<file path="src/rtl/regfile_seq_ctrl.sv">
// regfile_seq_ctrl
// Register-file access sequencer for a 4 x DATA_W register file. Accepts one
// 8-bit instruction {op[7:6], rs[5:4], rt[3:2], rd[1:0]}, reads the operands,
// runs one ALU op and issues exactly one write-back.
//
// Handshake: an instruction transfers on a rising clk edge where
// instr_valid && instr_ready. instr_ready is high only in IDLE, so an
// instruction presented while busy stays pending and is not consumed.
//
// Ports:
//   clk, reset            rising-edge clock, asynchronous active-high reset
//   instr, instr_valid    instruction input and its valid
//   instr_ready           high only in IDLE
//   rf_raddr1/2           read addresses (rs/rt), updated only for ALU ops
//   rf_rdata1/2           combinational read data from the register file
//   rf_write, rf_waddr,   registered write port; rf_write is high for the
//   rf_wdata              whole WRITE cycle, address/data held otherwise
//   done                  one-cycle pulse coincident with rf_write
//   busy                  high in any state other than IDLE
//   fsm_state             current FSM state, for observation
//   flag_z, flag_c        only when REGCTL_FLAGS_EN is defined; updated at
//                         the end of WRITE
//
// Optional feature macro: REGCTL_FLAGS_EN (zero/carry flags).
module regfile_seq_ctrl #(
  parameter int DATA_W = 8
) (
  input  logic              clk,
  input  logic              reset,
  input  logic [7:0]        instr,
  input  logic              instr_valid,
  output logic              instr_ready,
  output logic [1:0]        rf_raddr1,
  output logic [1:0]        rf_raddr2,
  input  logic [DATA_W-1:0] rf_rdata1,
  input  logic [DATA_W-1:0] rf_rdata2,
  output logic              rf_write,
  output logic [1:0]        rf_waddr,
  output logic [DATA_W-1:0] rf_wdata,
  output logic              done,
  output logic              busy,
  output logic [1:0]        fsm_state
`ifdef REGCTL_FLAGS_EN
  ,
  output logic              flag_z,
  output logic              flag_c
`endif
);

  localparam logic [1:0] OP_ADD  = 2'b00;
  localparam logic [1:0] OP_SUB  = 2'b01;
  localparam logic [1:0] OP_NAND = 2'b10;
  localparam logic [1:0] OP_LI   = 2'b11;

  typedef enum logic [1:0] {
    IDLE  = 2'd0,
    READ  = 2'd1,
    EXEC  = 2'd2,
    WRITE = 2'd3
  } state_t;

  state_t state, state_next;

  logic [1:0]        op_q;
  logic [3:0]        imm_q;     // instr[5:2], the LI immediate
  logic [DATA_W-1:0] opa_q;
  logic [DATA_W-1:0] opb_q;
  logic [DATA_W-1:0] result_q;
  logic [DATA_W-1:0] alu_result;

  // State register
  always_ff @(posedge clk or posedge reset) begin
    if (reset) state <= IDLE;
    else       state <= state_next;
  end

  // Next state and state-decoded outputs
  always_comb begin
    state_next  = state;
    instr_ready = 1'b0;
    busy        = 1'b1;
    case (state)
      IDLE: begin
        instr_ready = 1'b1;
        busy        = 1'b0;
        if (instr_valid) state_next = (instr[7:6] == OP_LI) ? EXEC : READ;
      end
      READ:    state_next = EXEC;
      EXEC:    state_next = WRITE;
      WRITE:   state_next = IDLE;
      default: state_next = IDLE;
    endcase
  end

  assign fsm_state = state;
  assign rf_wdata  = result_q;

  // ALU; LI sign-extends the 4-bit immediate
  always_comb begin
    alu_result = '0;
    case (op_q)
      OP_ADD:  alu_result = opa_q + opb_q;
      OP_SUB:  alu_result = opa_q - opb_q;
      OP_NAND: alu_result = ~(opa_q & opb_q);
      OP_LI:   alu_result = {{(DATA_W-4){imm_q[3]}}, imm_q};
      default: alu_result = '0;
    endcase
  end

`ifdef REGCTL_FLAGS_EN
  // Carry out of an add shows up as a sum smaller than an addend;
  // borrow of a subtract is an unsigned rs < rt.
  logic alu_carry;
  logic carry_q;
  always_comb begin
    alu_carry = 1'b0;
    case (op_q)
      OP_ADD:  alu_carry = (alu_result < opa_q);
      OP_SUB:  alu_carry = (opa_q < opb_q);
      default: alu_carry = 1'b0;
    endcase
  end
`endif

  // Datapath registers. rf_write/done are registered from the next state so
  // they cover the full WRITE cycle and drop immediately on reset.
  always_ff @(posedge clk or posedge reset) begin
    if (reset) begin
      op_q      <= OP_ADD;
      imm_q     <= '0;
      rf_raddr1 <= '0;
      rf_raddr2 <= '0;
      rf_waddr  <= '0;
      opa_q     <= '0;
      opb_q     <= '0;
      result_q  <= '0;
      rf_write  <= 1'b0;
      done      <= 1'b0;
`ifdef REGCTL_FLAGS_EN
      carry_q   <= 1'b0;
      flag_z    <= 1'b0;
      flag_c    <= 1'b0;
`endif
    end else begin
      rf_write <= (state_next == WRITE);
      done     <= (state_next == WRITE);
      case (state)
        IDLE: begin
          if (instr_valid) begin
            op_q     <= instr[7:6];
            imm_q    <= instr[5:2];
            rf_waddr <= instr[1:0];
            // LI reads nothing, so the read ports keep their last address
            if (instr[7:6] != OP_LI) begin
              rf_raddr1 <= instr[5:4];
              rf_raddr2 <= instr[3:2];
            end
          end
        end
        READ: begin
          opa_q <= rf_rdata1;
          opb_q <= rf_rdata2;
        end
        EXEC: begin
          result_q <= alu_result;
`ifdef REGCTL_FLAGS_EN
          carry_q  <= alu_carry;
`endif
        end
        WRITE: begin
`ifdef REGCTL_FLAGS_EN
          flag_z <= (result_q == '0);
          if (op_q != OP_LI) flag_c <= carry_q;
`endif
        end
        default: ;
      endcase
    end
  end

endmodule

</file>
<file path="config.mk">
export PLATFORM = sky130hd
export DESIGN_NAME = regfile_seq_ctrl
export DESIGN_NICKNAME = d
export VERILOG_FILES = /design/src/rtl/regfile_seq_ctrl.sv
export SDC_FILE = /design/constraint.sdc
export NUM_CORES = 1
export LEC_CHECK = 0
export ABC_AREA = 0
export CAP_MARGIN = 20
export CORE_UTILIZATION = 30
export CTS_CLUSTER_DIAMETER = 150
export CTS_CLUSTER_SIZE = 8
export DETAILED_ROUTE_END_ITERATION = 7
export GPL_TIMING_DRIVEN = 0
export HOLD_SLACK_MARGIN = 0.1
export SYNTH_ARGS = -nofsm -noshare
export SYNTH_HDL_FRONTEND = slang
export SYNTH_SLANG_ARGS = --single-unit
</file>
<file path="constraint.sdc">
create_clock -name clk -period 2.6 [get_ports clk]
set_input_delay 0.39 -clock clk [delete_from_list [all_inputs] [get_ports clk]]
set_output_delay 0.39 -clock clk [all_outputs]
set_load 0.005 [all_outputs]
</file>
=== Word level (Yosys, flattened, before mapping) ===
Index checks and enable logic that the tools add are counted.

* Add/sub/neg operators: 2
* Equal/unequal tests: 9
* Muxes and demuxes: 6
* Reductions and logical operators: 4
* Bitwise gates (word level): 2

{| class="wikitable"
|+ Operator list
! cell !! count
|-
| case mux 8 bit (4 select lines) || 1
|-
| == test 2 bit (second input constant) || 6
|-
| adder 8 bit || 1
|-
| AND 8 bit || 1
|-
| inverter 8 bit || 1
|-
| case mux 2 bit (4 select lines) || 1
|-
| subtractor 8 bit || 1
|-
| == test 2 x 1 -> 1 bit (second input constant) || 2
|-
| zero test 2 bit || 2
|-
| two-way mux 2 bit || 2
|-
| AND reduction 3 bit || 1
|-
| two-way mux 1 bit || 2
|-
| != test 2 bit (second input constant) || 1
|-
| AND reduction 2 bit || 1
|}

* Input bits: 27
* Output and inout port bits: 20
* Logic and storage cells: 33
* Register bits: 39

=== Logic depth before layout (Yosys ltp) ===
* Word-level depth: 5
* Gate-level depth with buffers: 10
* Depth with buffers taken out: 10

=== Least setup slack after synthesis ===
Ideal clock, no wire load.

* Path type: reg-to-reg
* Start point: register opb_q[0]
* End point: register result_q[6], in the netlist rf_wdata[6]
* Path slack: 0.466 ns
* Period minus slack after synthesis: 2.134 ns
* Data arrival time: 1.992 ns
* Library setup time: 0.142 ns
* Cell stages (with the launch flop): 10
* Required time: 2.458 ns
* Path buffers: 0
* Path through: dfrtp_1 -> inv_1 -> ha_1 -> mux2i_1 -> fa_1 -> a211oi_2 -> o21bai_1 -> a21oi_1 -> xor2_1 -> o221ai_1

* Longest elaborated chain between the ends: 2
* Elaborated cells on any way between the ends: 3
* Those cells by class: add/sub: 2; mux: 1

{| class="wikitable"
|+ RTL lines
! what !! line !! source
|-
| start, declared || 67 || <nowiki>logic [DATA_W-1:0] opb_q;</nowiki>
|-
| start signal, assigned || 162 || <nowiki>opb_q <= rf_rdata2;</nowiki>
|-
| subtractor 8 bit or adder 8 bit (tied branches) || 103, 102 ||
|-
| case mux 8 bit (4 select lines) * || 101 || <nowiki>case (op_q)</nowiki>
|-
| end signal, assigned || 165 || <nowiki>result_q <= alu_result;</nowiki>
|-
| end, declared || 68 || <nowiki>logic [DATA_W-1:0] result_q;</nowiki>
|}

Mark *: on every way between the ends. The rest lies on a longest branch, timed or not.
A chain may end at the register's enable or synchronous reset.

=== Final worst setup path ===
Same ends and word-level chain as after synthesis.

==> flow_summary.ini <==
[outcome]
status = finished clean

[clocking]
path_clk_slew_ns = 0.07
cts_tree = yes
cts_buffer_depth = 2
cts_max_level = 2
clock_latency_ns = 0.28
cts_inserted_buffers = 5
clock-root-buffer = clkbuf_8
cts_num_sinks = 39

[layout]
layout_commonest_cell = clkdlybuf4s50_1
final_cells = 339
mostFrequentLayoutCells = 46 x clkdlybuf4s50_1, 38 x dfrtp_1, 23 x mux2_2
drive_above_1_share_pct = 18.5
diodes = 0
nets = 282
area_growth_pct = 32.3

[placement]
io_buffers = 46
placedCellCount = 330
place_hpwl_um = 3300
gp_congestion = 0.836

[global_routing]
grt_max_degree = 40
grt_util_all_layers_pct = 12.6
grt_pass1_vias = 1593
grt_overflow = 0
antenna_found_initial = 0
grt_pass1_wl_um = 7390

[pwr]
p_clk_share_pct = 10.5
power.internal_mw = 2.58
switching_power_mw = 1.66
power_frac_comb_pct = 61.6
powerDensity_mw_per_mm2 = 1500
seqPwrFrac_pct = 27.9
swShare_pct = 39.2
leakage_nw = 1.19
vdd_ir_drop_max_mv = 0.481

[setup_path]
crit_path_start_kind = flop
cp.arrival_ns = 2.48
cpPeakStageDelay_ns = 0.48
cp-end-kind = flop
cp_cell_sequence = inv_1 > ha_1 > mux2i_1 > fa_1 > a211oi_2 > o21bai_1 > a21oi_1 > xor2_1 > o221ai_1
worstSetupPathType = flop to flop
worstPathMaxFanout = 5
cp_slowest_cell = fa_1
critPathRequiredTime_ns = 2.75

[sta]
post-route-period-util_pct = 89.7
timing.fmax_mhz = 429
rsz0062_at_grt = no
relSlewSlack_pct = 45.8
setup_viol_count_final = 0
clock_skew_ns = 0.00274
fin_crit_ns = 2.33
slew_violations = 0
final_hold_viol_count = 0
tightest_slew_ns = 0.812
setup-tns-final_ns = 0

[floorplanning]
dieArea_mm2 = 0.00745
io_pins = 47
design.core.area_mm2 = 0.00683
rows = 30
initial_utilization_pct = 31.2
die_x_um = 86.3
die_h_um = 86.3

[synth]
synth_seq_cells = 39
ys.flop_type = dfrtp_1
yosys.area_share.simple_pct = 8.39
synth_top_family_by_area = multiplexers
mappedNetlistNets = 228
synth_mux_area_share_pct = 16.1
synth_cells = 188
syn_area_mm2 = 0.00213
syn_area_per_cell_um2 = 11.3
synth_cell_types = 41
yosysWarnings = 0
synth_edf_count = 0
synth_xor_area_share_pct = 5.63
async_reset_ff_share_pct = 100
synth.yosys.seq_area_share_pct = 45.8
synth_compound_area_share_pct = 12.0
synthAdderAreaFrac_pct = 7.98

[drt]
drt_iter0_markers = 71
drt_pass1_iterations = 4
ant_nets = 0
drc = 0
wl_per_cell_um = 12.3
vias = 1530
drt-total-wl_um = 4180
vias_per_cell = 4.51

[job]
maxCapViolCount = 0

[hold_path]
hp-class = flop to flop
kinds of logic after synthesis:
group	after synthesis
adders and majority gates	13
DFF	39
buffers and inverters	19
and+or+nand+nor	34
AOI/OAI and AO/OA	40
muxes	31
xor gates and xnor gates	12
per-layer routing:
| metal | up-vias | track usage (%) | part of all wire [%] |
|---|---|---|---|
| met3 | 4 | 2.95 | 4.2 |
| met1 | 728 | 17.2 | 49 |
| met5 | - | 0 | 0 |
| met4 | 0 | 3.18 | 0.60 |
| li1 | 768 | - | - |
| met2 | 30 | 20.3 | 46 |
path summary, 6_finish.rpt:
check / startpoint / end / slack, ns / cells past startpoint
setup / recovery: opb_q[0] / rf_wdata[6] / 0.27 / 9
hold / removal: rf_wdata[4] / rf_wdata[4] / 0.49 / 1
setup reg to reg: opb_q[0] / rf_wdata[6] / 0.27 / 9
hold reg to reg: rf_wdata[4] / rf_wdata[4] / 0.49 / 1
max in group asynchronous: reset / opb_q[0] / 1.46 / 2
min in group asynchronous: reset / rf_waddr[1] / 0.58 / 2
power by group through the flow:
stage | registers, mW | clock network, mW | logic, mW
after floorplan | 1.15 | 0 | 1.91
after global placement | 1.20 | 0 | 2.58
after detailed placement | 1.21 | 0 | 2.62
after CTS | 1.20 | 0.459 | 2.63
after global routing | 1.24 | 0.486 | 2.95
final | 1.18 | 0.444 | 2.61
what timing repair did:
action                     in CTS  in global routing
resized for setup               0                  1
buffers inserted                0                  1
hold buffers                    0                  0
setup endpoints to repair       0                  1
cell type report:
class	instances	area [um2]
fill	716	4010
multi-input combinational	130	1070
sequential	39	977
timing repair buffer	47	468
tap	96	120
clock buffer	8	100
buffer	8	46.3
inverter	11	41.3
critical path, delay by kind of cell (launching register included):
kind | cells | cell delay [ns]
fa+ha+maj | 2 | 0.77
compound gates | 4 | 0.66
flops | 1 | 0.40
xor+xnor | 1 | 0.17
mux | 1 | 0.11
buf+inv | 1 | 0.08
synth_stat cells (2+ instances only):
master    number  share of area, %
inv_1         11               1.9
o21a_1         2              0.70
xnor2_2        2               1.5
nor3_1         3              0.70
a21oi_1       11               2.6
nor2_1         8               1.4
o211ai_1       3               1.1
o311ai_1       2              0.82
nand2b_1       2              0.59
nand2_1       11               1.9
ha_1          12               7.0
o21ai_0        9               2.1
mux2_1         4               2.1
xnor2_1        7               2.9
buf_2          4              0.94
xor2_1         3               1.2
mux2i_1        4               1.9
nand3_1        2              0.47
mux2_2        23                12
a31oi_1        2              0.59
a21o_1         4               1.4
nand3b_1       2              0.70
dfrtp_1       39                46
state kept, by name, summed over array words and instances, names as in the netlist, named ones only:
register and flops:
opa_q 8, rf_raddr1 2, opb_q 8, imm_q 4
rf_wdata 8, rf_raddr2 2, op_q 2, done 1
rf_waddr 2
metrics by stage:
stage | instance area [um2] | utilization, % | total power [mW] | setup slack, ns | hold WS [ns]
after floorplan | 2130 | - | 3.06 | 0.466 | 0.470
after global placement | 2710 | 39.7 | 3.78 | 0.233 | 0.468
after detailed placement | 2710 | 39.7 | 3.83 | 0.218 | 0.475
after CTS | 2810 | 41.2 | 4.29 | 0.189 | 0.494
after global routing | 2820 | 41.3 | 4.67 | 0.00658 | 0.506
final | 2820 | 41.3 | 4.24 | 0.268 | 0.490
Power figures use the tool's default switching activity.
